File: src/rtl/uart_tx_scheduler.sv
// uart_tx_scheduler: two-requester round-robin byte scheduler with packet lock and guard interval for the UART sender
module uart_tx_scheduler #(
  parameter int GUARD_CYCLES = 16
) (
  input  logic       clk_in,
  input  logic       reset,
  input  logic       tx_enable,
  input  logic       req0,
  input  logic       req1,
  input  logic [7:0] data0,
  input  logic [7:0] data1,
  input  logic       last0,
  input  logic       last1,
  output logic       ack0,
  output logic       ack1,
  output logic       tx_start,
  output logic [7:0] tx_data,
  output logic       busy,
  output logic       grant_id
);
  typedef enum logic [1:0] {IDLE, LAUNCH, HOLD} state_t;
  state_t     state;
  logic       lock, lock_id, rr_last;
  logic [7:0] count;
  logic       elig0, elig1, sel;
  always_comb begin
    elig0 = req0 & (~lock | ~lock_id);
    elig1 = req1 & (~lock | lock_id);
    sel   = (elig0 & elig1) ? ~rr_last : elig1;
  end
  always_ff @(posedge clk_in) begin
    if (!reset) begin
      state    <= IDLE;
      lock     <= 1'b0;
      lock_id  <= 1'b0;
      rr_last  <= 1'b1;
      count    <= 8'd0;
      ack0     <= 1'b0;
      ack1     <= 1'b0;
      tx_start <= 1'b0;
      tx_data  <= 8'h00;
      busy     <= 1'b0;
      grant_id <= 1'b0;
    end else begin
      ack0     <= 1'b0;
      ack1     <= 1'b0;
      tx_start <= 1'b0;
      case (state)
        IDLE: if (tx_enable && (elig0 || elig1)) begin
          state    <= LAUNCH;
          tx_data  <= sel ? data1 : data0;
          ack0     <= ~sel;
          ack1     <= sel;
          grant_id <= sel;
          rr_last  <= sel;
          busy     <= 1'b1;
          lock     <= ~(sel ? last1 : last0);
          lock_id  <= sel;
        end
        LAUNCH: begin
          state    <= HOLD;
          tx_start <= 1'b1;
          count    <= 8'(GUARD_CYCLES);
        end
        HOLD: begin
          // Guard spans the launch cycle plus GUARD_CYCLES, so busy drops GUARD_CYCLES+2 after grant
          if (count == 8'd0) begin
            state <= IDLE;
            busy  <= 1'b0;
          end else
            count <= count - 8'd1;
        end
        default: state <= IDLE;
      endcase
    end
  end
endmodule

File: config.mk
export PLATFORM = sky130hd
export DESIGN_NAME = uart_tx_scheduler
export DESIGN_NICKNAME = d
export VERILOG_FILES = /design/src/rtl/uart_tx_scheduler.sv
export SDC_FILE = /design/constraint.sdc
export NUM_CORES = 1
export LEC_CHECK = 0
export CAP_MARGIN = 15
export CORE_AREA = 5 5 54 56
export DETAILED_ROUTE_END_ITERATION = 12
export DIE_AREA = 0 0 59 61
export PLACE_DENSITY = 0.8
export SYNTH_ARGS = -nofsm -noshare
export SYNTH_HDL_FRONTEND = slang
export SYNTH_SLANG_ARGS = --single-unit
File: constraint.sdc
create_clock -name clk_in -period 4.5 [get_ports clk_in]
set_clock_uncertainty 0.15 [all_clocks]
set_input_delay 0.9 -clock clk_in [delete_from_list [all_inputs] [get_ports clk_in]]
set_output_delay 0.9 -clock clk_in [all_outputs]
set_load 0.05 [all_outputs]
==> results of run 1 <==
## tightest hold or removal path, stage by stage (launching register included)
cell                      delay, ns
sky130_fd_sc_hd__dfxtp_1       0.34
sky130_fd_sc_hd__inv_1         0.05
sky130_fd_sc_hd__a21oi_1       0.05
## per-stage QoR
step / hold slack, ns / cells / utilization
3_5_place_dp: 0.3018 / 179 / 0.6127
2_1_floorplan: 0.2846 / 118 / -
6_report: 0.3197 / 183 / 0.6237
3_3_place_gp: 0.2939 / 179 / 0.6127
5_1_grt: 0.3435 / 183 / 0.6237
4_1_cts: 0.3216 / 183 / 0.6237
## flip-flops by register name, summed over array words and instances, names as in the netlist
signal	count
ack0	1
ack1	1
busy	1
count	8
lock	1
lock_id	1
rr_last	1
state	2
tx_data	8
tx_start	1
## metal layers
layer / part of all wire / up-vias
li1: - / 507
met2: 0.50 / 33
met1: 0.40 / 445
met5: 0 / -
met4: 0.017 / 0
met3: 0.088 / 4
## final cells by class
class / instances / share of cell area
clock buffer: 4 / 0.01765
inverter: 7 / 0.01765
multi-input combinational: 82 / 0.3681
sequential: 25 / 0.3361
tap: 30 / 0.02521
timing repair buffer: 35 / 0.2353
## cells by family (layout without fill, tap and decap cells)
logic type | after synthesis | after routing
mux | 2 | 2
buf+inv | 11 | 46
flops | 25 | 25
compound gates | 37 | 37
simple gates | 40 | 40
fa+ha+maj | 1 | 1
xor+xnor | 2 | 2
## report_power, final
group	leakage [nW]	switching, W	internal [W]
combinational	0.299	0.0000619	0.0000477
clock	0.0150	0.0000605	0.0000346
sequential	0.204	0.00000994	0.000234
## cells in the final DEF (no fill, tap or decap), types with 2 or more instances in the layout
master / instances
sky130_fd_sc_hd__clkdlybuf4s50_1: 35
sky130_fd_sc_hd__dfxtp_1: 25
sky130_fd_sc_hd__a21oi_1: 8
sky130_fd_sc_hd__nor4_1: 2
sky130_fd_sc_hd__or3b_2: 2
sky130_fd_sc_hd__clkbuf_4: 3
sky130_fd_sc_hd__or4_1: 3
sky130_fd_sc_hd__nand2b_1: 3
sky130_fd_sc_hd__o211ai_1: 2
sky130_fd_sc_hd__a211oi_1: 2
sky130_fd_sc_hd__nor2_1: 6
sky130_fd_sc_hd__xnor2_1: 2
sky130_fd_sc_hd__o21ai_0: 8
sky130_fd_sc_hd__inv_1: 6
sky130_fd_sc_hd__a22oi_1: 8
sky130_fd_sc_hd__nand2_1: 13
## path summary, 6_finish.rpt
| kind | startpoint | cells past startpoint | to |
|---|---|---|---|
| worst max-delay path | reset | 5 | lock |
| worst min-delay path | rr_last | 2 | rr_last |
| worst max register to register | count[0] | 6 | count[1] |
| worst min register to register | rr_last | 2 | rr_last |
==> out/results.tsv, run 1 <==
metric	value	unit
outcome	completed	
worst_path_dominant_cell_family	simple AND/OR/NAND/NOR gates	
clock_buffer_depth	2	
top_area_cells_in_the_synthesized_netlist	sky130_fd_sc_hd__dfxtp_1 46%, sky130_fd_sc_hd__a22oi_1 5.5%, sky130_fd_sc_hd__nand2_1 4.5%	
placementRows	18	
detail_route.wirelength	2560	µm
dpl_cell_area	0.001463	mm²
n_antenna_cell	0	
dominant_combinational_cell_family_by_area_after_synthesis	compound AO/OA/AOI/OAI gates	
period_minus_slack	2.741	ns
layout.cell_area.non_filler	0.001489	mm²
synth-warning-count	0	
max_slew_headroom	0.6377	
number_of_violations_of_the_max_capacitance_limit	0	
grt_first_pass_wirelength	4498	µm
worst-path-max-fanout	14	
synthMostInstantiatedCell	sky130_fd_sc_hd__dfxtp_1	
design.final.nets	178	
port_buffers	35	
cts.repair.resized	0	
timing_worst_slew_pin_value	0.5297	ns
worst_slack	1.759	ns
critical_path_buf_inv_count	1	
via_per_inst	5.404	
initial_standard_cell_utilization_of_the_core	0.4565	
clock-root-buffer	sky130_fd_sc_hd__clkbuf_4	
grt.busiest_layer	met2	
detailedRoute.firstIterationViolations	54	
rsz0062_at_grt	false	
number_of_antenna_violations_at_the_first_check_in_global_routing	0	
hold_path.class	flop to flop	
yosys.area.top_type_share	0.4592	
fmaxAchievable	364.9	MHz
final_hold_viol_count	0	
overflow_left_after_global_routing	0	
muxShareOfSynthArea	0.01952	
worst_setup_path_end_kind	flop	
first_global_vias	1059	
critical_path_class	input pin to flop	
tritoncts	built	
cts-htree-levels	1	
power_density	301.6	mW/mm²
yosysTopAreaCell	sky130_fd_sc_hd__dfxtp_1	
insertion_delay	0.31	ns
groute.layer.met2.usage	0.2918	
post_drt_wl_per_cell	13.99	µm
gpl.final_weighted_congestion	0.7779	
worst_path_required	4.62	ns
dpl_worst_slack	1.437	ns
floorplan.core_area	0.002387	mm²
holdBufCountCts	0	
first_pass_iters	4	
total_power	0.0004490	W
detailedPlacementHpwl	1957	µm
synthArstFlopShare	0	
max_stage_delay	0.79	ns
worst_setup_hold_path_clk_slew	0.12	ns
sequential_cell_area	500.5	µm²
remaining_drc_errors	0	
crit_path_start_kind	input pin	
fp.dieW	59	µm
drt.antenna.violating_nets	0	
layout-drive-gt1-share	0.07843	
synth_fp_nets	142	
die_area	0.003599	mm²
synth-xor-area-share	0.01607	
synth_edf_count	0	
ir_worst_vdd	0.2360	mV
fin_tns_setup	0	ns
slowest_stage	sky130_fd_sc_hd__clkdlybuf4s50_1	
yosys_register_bits	25	
crit_arrival	2.86	ns
netlist-cell-type-count	39	
leakagePower	0.5184	nW
grt_start_max_net_pins	15	
global_router_s_overall_resource_usage	0.1644	
vias	989	
synthCells	118	
cts-buffers-inserted	3	
yosys_most_used_dff	sky130_fd_sc_hd__dfxtp_1	
grt_util_met1	0.1693	
synth_commonest_cells	25 x sky130_fd_sc_hd__dfxtp_1, 13 x sky130_fd_sc_hd__nand2_1, 8 x sky130_fd_sc_hd__a21oi_1, 8 x sky130_fd_sc_hd__a22oi_1, 8 x sky130_fd_sc_hd__o21ai_0	
num_io_pins	36	
slew_viol_final	0	
final.fill_count	226	
netlist_area	0.001090	mm²
timing.final.crit_share	0.6091	
met3_use_gr	0.05745	
setup_viol	0	
multiInputGateArea	548.0	µm²
synth_compound_gate_area_share	0.2400	
synth_seq_area_share	0.4592	
setup.reg_to_reg.worst_slack	2.56	ns
tritoncts_num_sinks	25	
synthAdderAreaFrac	0.01148	
postCtsSetupRepairBufs	0	
floorplan.die.height	61	µm
mean_instance_size_in_the_synthesized_netlist	9.236	µm²
area.growth.synth_to_final	36.62	%
worstPathCellList	clkdlybuf4s50_1, nor4bb_1, and4_1, nor2b_1, a221o_1	
post_synth_and_or_nand_nor_area_fraction	0.2158	
(Power assumes the default switching activity.)
==> inputs of run 2 (changes only) <==
- CORE_AREA: 5 5 54 56 -> 5 5 59 61
- DIE_AREA: 0 0 59 61 -> 0 0 64 66
- PLACE_DENSITY: 0.8 -> 0.7
- clock period: 4.5 -> 2.4 ns (I/O delays scaled with it)
==> run 2 against run 1 <==
Against the previous run:
- cell count rose by 3.8%
- via count rose by 7.6%
- sequential share of layout area fell by 0.75 points
- sequential cell count did not move
- clock power rose by 96%
- global-route usage fell by 2.9 points
- worst setup slack got worse by 1.6 ns
- core utilization fell by 10 points
- die area rose by 17%
- non-clock buffer count rose by 4
- cell area rose by 2.3%
==> out/results.tsv, run 2 (synthesis gave the netlist of run 1 again) <==
metric	value	unit	change
ir_worst_vdd	0.3846	mV	+63%
design.final.nets	182		+2.2%
initial_standard_cell_utilization_of_the_core	0.3722		-0.08428
vias	1064		+7.6%
fp.dieW	64	µm	+8.5%
overflow_left_after_global_routing	0		unchanged
layout-drive-gt1-share	0.1019		+0.02348
insertion_delay	0.31	ns	about the same
holdBufCountCts	0		unchanged
die_area	0.004224	mm²	+17%
detailedPlacementHpwl	2064	µm	+5.5%
fin_tns_setup	0	ns	unchanged
rsz0062_at_grt	false		
fin_cells	190		+3.8%
outcome	completed		
hold_path.class	flop to flop		
placementRows	20		+2
clock-root-buffer	sky130_fd_sc_hd__clkbuf_4		
postLayoutCoreUtil	0.5201		-0.1036
grt_start_max_net_pins	14		-1
largest_registers	count: 8 flops, tx_data: 8 flops, state: 2 flops		
via_per_inst	5.600		+3.6%
slew_viol_final	0		unchanged
drt.antenna.violating_nets	0		unchanged
setup_viol	0		unchanged
fmaxAchievable	449.7	MHz	
final_hold_viol_count	0		unchanged
critical_path_class	flop to output port		
first_pass_iters	5		+1
timing_worst_slew_pin_value	0.5438	ns	+0.01410 ns
grt_first_pass_wirelength	4616	µm	+2.6%
cts-buffers-inserted	3		unchanged
cts-htree-levels	1		unchanged
period_minus_slack	2.224	ns	
total_power	0.0008586	W	+91%
worst_path_dominant_cell_family	buffers and inverters		
worstPathCellList	clkdlybuf4s50_1		
dpl.cell_count	186		+3.9%
area.growth.synth_to_final	39.72	%	
max_stage_delay	0.84	ns	+0.05 ns
detail_route.wirelength	2715	µm	+6.1%
critical_path_buf_inv_count	1		unchanged
port_buffers	35		unchanged
number_of_violations_of_the_max_capacitance_limit	0		unchanged
leakagePower	0.5384	nW	+3.9%
cts.repair.resized	0		unchanged
slowest_stage	sky130_fd_sc_hd__clkdlybuf4s50_1		
floorplan.die.height	66	µm	+8.2%
mostFrequentLayoutCell	sky130_fd_sc_hd__clkdlybuf4s50_1		
n_antenna_cell	0		unchanged
worst_path_required	1.77	ns	-2.85 ns
postCtsSetupRepairBufs	0		unchanged
first_global_vias	1096		+3.5%
number_of_antenna_violations_at_the_first_check_in_global_routing	0		unchanged
detailedRoute.firstIterationViolations	43		-20%
worst-path-max-fanout	5		-9
power_density	563.9	mW/mm²	+87%
timing.final.crit_share	0.9265		
clock_buffer_depth	2		unchanged
crit_path_start_kind	flop		
gpl.final_weighted_congestion	0.7814		+0.45%
num_io_pins	36		unchanged
tritoncts_num_sinks	25		unchanged
crit_arrival	1.59	ns	-1.27 ns
worst_setup_path_end_kind	output port		
floorplan.core_area	0.002928	mm²	+23%
post_drt_wl_per_cell	14.29	µm	+2.1%
remaining_drc_errors	0		unchanged
max_slew_headroom	0.6281		-0.009645
layout_common_cells	35 x sky130_fd_sc_hd__clkdlybuf4s50_1, 25 x sky130_fd_sc_hd__dfxtp_1, 13 x sky130_fd_sc_hd__nand2_1		
worst_setup_hold_path_clk_slew	0.13	ns	about the same
global_router_s_overall_resource_usage	0.1353		-0.02905
tritoncts	built		
==> run 2: report_power, final <==
part / internal, W / switching, W
combinational: 0.0000947 / 0.000119
clock: 0.0000649 / 0.000121
sequential: 0.000440 / 0.0000193
==> run 2: final cells by class <==
cell class | count | area (µm²)
fill | 281 | 1405
multi-input combinational | 82 | 548.0
sequential | 25 | 500.5
timing repair buffer | 39 | 380.4
tap | 33 | 41.29
clock buffer | 4 | 26.28
inverter | 7 | 26.28
==> run 2: tightest hold or removal path: cells and delay by family, from the launching register on <==
kind | cells | cell delay [ns]
DFF | 1 | 0.34
AOI/OAI and AO/OA | 1 | 0.06
and+or+nand+nor | 1 | 0.05
==> run 2: metal layers <==
layer / vias up / track usage / part of all wire
li1: 514 / - / -
met1: 509 / 0.1437 / 0.42
met2: 39 / 0.2425 / 0.48
met3: 2 / 0.07143 / 0.092
met4: 0 / 0.01558 / 0.0037
met5: - / 0 / 0
==> run 2: path summary, 6_finish.rpt <==
| check | slack [ns] | startpoint | cells after the start | end |
|---|---|---|---|---|
| worst max-delay path | 0.18 | lock_id | 1 | grant_id |
| worst min-delay path | 0.32 | tx_data[7] | 2 | tx_data[7] |
| worst max register to register | 0.47 | count[2] | 3 | busy |
| worst min register to register | 0.32 | tx_data[7] | 2 | tx_data[7] |
==> run 2: stage by stage <==
stage | instance area (µm²) | worst slack, ns | hold slack, ns
finish | 1523 | 0.1764 | 0.3231
global route | 1523 | 0.1026 | 0.3457
CTS | 1523 | 0.1581 | 0.3253
detailed placement | 1496 | 0.01858 | 0.3120
global placement | 1496 | 0.09337 | 0.2954
floorplan | 1090 | 0.4923 | 0.2846
==> inputs of run 3 (changes only) <==
- CAP_MARGIN: 15 -> default
==> results of run 3 <==
Final layout, timing and power as in run 2 (identical DEF).
